File: config.mk
export PLATFORM = sky130hd
export DESIGN_NAME = counter_unit
export DESIGN_NICKNAME = d
export VERILOG_FILES = /design/src/rtl/counter_pkg.sv /design/src/rtl/counter_unit.sv
export SDC_FILE = /design/constraint.sdc
export NUM_CORES = 1
export LEC_CHECK = 0
export BUFFER_PORTS_ARGS = -buffer_cell sky130_fd_sc_hd__buf_4
export CAP_MARGIN = 20
export CELL_PAD_IN_SITES_DETAIL_PLACEMENT = 1
export CELL_PAD_IN_SITES_GLOBAL_PLACEMENT = 1
export CORE_AREA = 8 8 45 47
export DETAILED_ROUTE_END_ITERATION = 16
export DIE_AREA = 0 0 53 55
export PLACE_DENSITY_LB_ADDON = 0.1
export SLEW_MARGIN = 5
export SYNTH_ARGS = -nofsm -noshare
export SYNTH_HDL_FRONTEND = slang
export SYNTH_SLANG_ARGS = --single-unit
File: constraint.sdc
create_clock -name clk -period 1.25 [get_ports clk]
set_input_delay 0.125 -clock clk [delete_from_list [all_inputs] [get_ports clk]]
set_output_delay 0.125 -clock clk [all_outputs]
set_load 0.005 [all_outputs]
File: src/rtl/counter_pkg.sv
// rtl/counter_pkg.sv - shared constants and parameter checks for counter_unit
package counter_pkg;

    localparam int unsigned DEFAULT_WIDTH = 4;

    // Minimum number of bits that can hold the values 0 .. m-1.
    function automatic int unsigned bits_for_modulus(input longint unsigned m);
        int unsigned b;
        b = $clog2(m);
        return (b == 0) ? 1 : b;
    endfunction

    function automatic bit params_legal(
        input int unsigned     width,
        input longint unsigned modulus,
        input longint unsigned reset_value
    );
        if (width < 1 || width > 32)                   return 1'b0;
        if (modulus < 2)                               return 1'b0;
        if (modulus > (64'd1 << width))                return 1'b0;
        if (reset_value >= modulus)                    return 1'b0;
        if (bits_for_modulus(modulus) > width)         return 1'b0;
        return 1'b1;
    endfunction

endpackage

File: src/rtl/counter_unit.sv
// rtl/counter_unit.sv - free-running modulo/saturating up-counter with terminal-count strobe
module counter_unit
    import counter_pkg::*;
#(
    parameter int unsigned     WIDTH       = DEFAULT_WIDTH,
    parameter longint unsigned MODULUS     = 64'd1 << WIDTH,
    parameter longint unsigned RESET_VALUE = 64'd0,
    parameter bit              SATURATE    = 1'b0
) (
    input  logic             clk,
    input  logic             reset,
    output logic [WIDTH-1:0] count,
    output logic             tc
);

    if (!params_legal(WIDTH, MODULUS, RESET_VALUE)) begin : g_bad_params
        $error("counter_unit: illegal WIDTH/MODULUS/RESET_VALUE combination");
    end

    localparam logic [WIDTH-1:0] LAST = WIDTH'(MODULUS - 64'd1);
    localparam logic [WIDTH-1:0] INIT = WIDTH'(RESET_VALUE);

    logic [WIDTH-1:0] count_next;

    // With MODULUS == 2**WIDTH the wrap branch coincides with natural overflow.
    always_comb begin
        count_next = '0;
        if (count < LAST) begin
            count_next = count + WIDTH'(1);
        end else if (SATURATE) begin
            count_next = count;
        end else begin
            count_next = '0;
        end
    end

    always_ff @(posedge clk) begin
        if (!reset) begin
            count <= INIT;
        end else begin
            count <= count_next;
        end
    end

    assign tc = reset && (count == LAST);

endmodule

# After elaboration in Yosys (flattened, before gate mapping)
# Index checks and enable logic that the tools add are counted.
dict set report totals {
  input_bits 2
  reg_bits 4
  word_cells 6
}
dict set report classes {
  eq_ne 1
  n_addsub 1
  n_reduce_logical 2
  n_lt_le_gt_ge 1
}
# operator count
set ops {}
lappend ops {{4-bit by 1-bit adder with 4-bit output, second input constant} 1}
lappend ops {{4-bit equality test, second input constant} 1}
lappend ops {{4-bit < comparator, second input constant} 1}
lappend ops {{2-bit AND reduction} 1}
lappend ops {{1-bit logical AND} 1}

# Logic depth before layout (Yosys ltp)
dict set report logic_depth {
  ltp_word 2
  ltp_mapped 3
}

# Least setup slack after synthesis
# Ideal clock, no wire load.
dict set report synth_timing {
  kind {reg-to-reg}
  start {reg count[0]}
  end {reg count[3]}
  required_ns 1.159
  t_arrival_ns 0.935
  slack_ns 0.224
  stages_incl_launch_ff 4
  setup_ns 0.091
  path_cell_list {dfxtp_1 > ha_1 > a21o_1 > a311oi_1}
}
dict set report synth_via {
  elab_chain_len 2
  elab_cells_between_ends 3
  classes_between {add/sub (1); order compare (1); reduce/logical (1)}
}
# element line_no
set synth_lines {}
lappend synth_lines {{start, declared} counter_unit.sv:12} ;# output logic [WIDTH-1:0] count,
lappend synth_lines {{start signal, assigned} counter_unit.sv:41} ;# count <= count_next;
lappend synth_lines {{4-bit < comparator} counter_unit.sv:28} ;# if (count < LAST) begin
lappend synth_lines {{2-bit AND reduction (no line)} --}
# Several ways; a longest one is shown, not always the timed one.
# A chain may end at the register's enable or synchronous reset.

# Worst setup path after layout
dict set report layout_timing {
  start {reg count[1]}
  end {out tc}
}
dict set report layout_via {
  elab_chain_len 2
}
# element line_no
set layout_lines {}
lappend layout_lines {{4-bit equality test} counter_unit.sv:45} ;# assign tc = reset && (count == LAST);
lappend layout_lines {{1-bit logical AND} counter_unit.sv:45}
lappend layout_lines {{end, declared} counter_unit.sv:13} ;# output logic tc
# Every way passes these cells.

==> flow_metrics.env <==
export IMPL_status="complete, no violations"
export IMPL_fillCellCount=166
export IMPL_post_dp_cell_area_um2=226
export IMPL_cts_made_buffers=3
export IMPL_cp_arrival_ns=1.06
export IMPL_place_gp_congestion=0.670
export IMPL_drc=0
export IMPL_ant_nets=0
export IMPL_largest_reg_flops=4
export IMPL_max_vdd_ir_drop_v=0.000341
export IMPL_finalSetupViolations=0
export IMPL_drive_gt1_frac=0.630
export IMPL_final_cell_mix="buf_4 (9), clkbuf_4 (3), dfxtp_1 (2)"
export IMPL_grt_overflow=0
export IMPL_hold_end="count[1]$_SDFF_PN0_"
export IMPL_fin_ws_ns=0.0690
export IMPL_cts_tree="yes"
export IMPL_synth_nets=18
export IMPL_min_path_type="in -> reg"
export IMPL_final_common_cell="buf_4"
export IMPL_grt_util_all_layers=0.0421
export IMPL_timing_rr_start="count[1]$_SDFF_PN0_"
export IMPL_ios=7
export IMPL_fin_nets=32
export IMPL_cp_end_kind="output port"
export IMPL_hp_start="reset"
export IMPL_yosysUniqueCellTypes=11
export IMPL_reg2reg_depth=4
export IMPL_syn_area_um2=154
export IMPL_core_area_mm2=0.00138
export IMPL_seq_area_frac_synth=0.520
export IMPL_crit_slowest_cell="dfxtp_4"
export IMPL_root_buffer="clkbuf_4"
export IMPL_via_per_inst=4.00
export IMPL_stdcell_count=43
export IMPL_path_cells="ha_4 -> nand3_2 -> nor2_2 -> buf_4"
export IMPL_timing_rr_end="count[3]$_SDFF_PN0_"
export IMPL_ys_warn_count=0
export IMPL_cp_top_family="flip-flops"
export IMPL_synthCells=15
export IMPL_period_share=0.945
export IMPL_syn_avg_cell_area_um2=10.3
export IMPL_dieArea_mm2=0.00292
export IMPL_stdcell_area_um2=289
export IMPL_io_buffers=6
export IMPL_numClockSinks=4
export IMPL_relSlewSlack=0.866
export IMPL_cts_buffer_depth=2
export IMPL_crit_type="reg -> out"
export IMPL_first_global_vias=189
export IMPL_insertion_delay_ns=0.24
export IMPL_drv_slew=0
export IMPL_top_register="count"
export IMPL_startpoint_type="register"
export IMPL_drt_wl_total_um=507
export IMPL_fp_dieW_um=53
export IMPL_fmax_ghz=0.847
export IMPL_r2r_setup_slack_ns=0.12
export IMPL_synth_ff_latch_count=4
export IMPL_clkTransAtPathRegs_ns=0.04
export IMPL_power_density_mw_per_mm2=1280
export IMPL_grt_start_max_net_pins=6
export IMPL_cts_htree_levels=1
export IMPL_dp_slack_ns=0.162
export IMPL_grt_pass1_wl_um=800
export IMPL_cp_max_fo=3
export IMPL_whs_path_depth=2
export IMPL_antenna_cells=0
export IMPL_die_h_um=55
export IMPL_drtIter0Drc=2
export IMPL_reg_top3="count (4)"
export IMPL_fin_tns_setup_ns=0
export IMPL_dpl_cell_count=38
export IMPL_rsz0062_at_grt="false"
export IMPL_hold_viol_final=0
export IMPL_drt_wirelength_per_cell_um=11.8
export IMPL_worstMarginPinSlew_ns=0.200
export IMPL_vias=172
export IMPL_areaGrowthSynthToFinish_pct=87.8
export IMPL_first_pass_iters=2
export IMPL_critPathMaxStageDelay_ns=0.36
export IMPL_cap_violations=0
export IMPL_worstPathRequired_ns=1.12
export IMPL_fin_worst_skew_ns=0.000470
export IMPL_floorplan_initialDensity=0.111
export IMPL_min_period_ns=1.18
export IMPL_antenna_found_initial=0
export IMPL_critPathBufInv=1
export IMPL_leakagePower_nw=0.130
export IMPL_core_rowCount=14
export IMPL_hold_buffers=0
how the worst max path moves through the flow:
stage	startpoint	endpoint	slack, ns	depth (start not counted)
floorplan	count[0]$_SDFF_PN0_	count[3]$_SDFF_PN0_	0.22	3
global placement	count[1]$_SDFF_PN0_	tc	0.19	4
detailed placement	count[1]$_SDFF_PN0_	tc	0.16	4
CTS	count[1]$_SDFF_PN0_	tc	0.001	4
global route	count[1]$_SDFF_PN0_	tc	0.02	4
finish	count[1]$_SDFF_PN0_	tc	0.07	4
per-stage QoR:
step	hold WS (ns)	power [mW]	util
3_5_place_dp	0.366	0.186	0.164
6_report	0.115	0.370	0.209
2_1_floorplan	0.271	0.162	-
4_1_cts	0.117	0.359	0.188
5_1_grt	0.133	0.389	0.209
3_3_place_gp	0.366	0.186	0.164
routing by layer:
metal	part of all wire	GRT usage	wire length [um]	vias to the layer above
met5	0	0	0	-
met4	0.020	0.0517	10	0
met3	0.15	0.0428	78	2
met2	0.44	0.0547	225	7
met1	0.38	0.0319	192	84
li1	-	-	-	79
layout make-up:
class | instances | area (um2) | area share
clock buffers | 3 | 22.5 | 0.0779
inverters | 1 | 3.75 | 0.0130
multi-input cells | 10 | 90.1 | 0.312
flip-flops and latches | 4 | 85.1 | 0.294
well taps | 16 | 20.0 | 0.0693
repair buffers | 9 | 67.6 | 0.234
power by group:
part	switching [mW]	total, mW	internal [mW]
combinational	0.0187	0.0501	0.0314
clock	0.0641	0.172	0.108
sequential	0.0104	0.148	0.138
what timing repair did:
item / 4_1_cts / 5_1_grt
setup endpoints to repair: 1 / 1
pin swaps: 1 / 1
gates resized for setup: 2 / 5
buffers inserted: 1 / 1
synth_stat cells, drive strengths merged:
library cell | count | area [um2]
nand3 | 1 | 5.00
inv | 1 | 3.75
a311oi | 1 | 8.76
nor2 | 2 | 7.51
dfxtp | 4 | 80.1
xnor2 | 1 | 8.76
a21o | 1 | 7.51
a31oi | 1 | 6.26
nor3b | 1 | 7.51
and3 | 1 | 6.26
ha | 1 | 12.5
logic make-up after synthesis:
family,share of synthesized area
fa+ha+maj,0.0813
buf+inv,0.0244
compound gates,0.146
xor+xnor,0.0569
simple gates,0.171
flops,0.520
No activity file was read; power rests on OpenSTA's default activity.
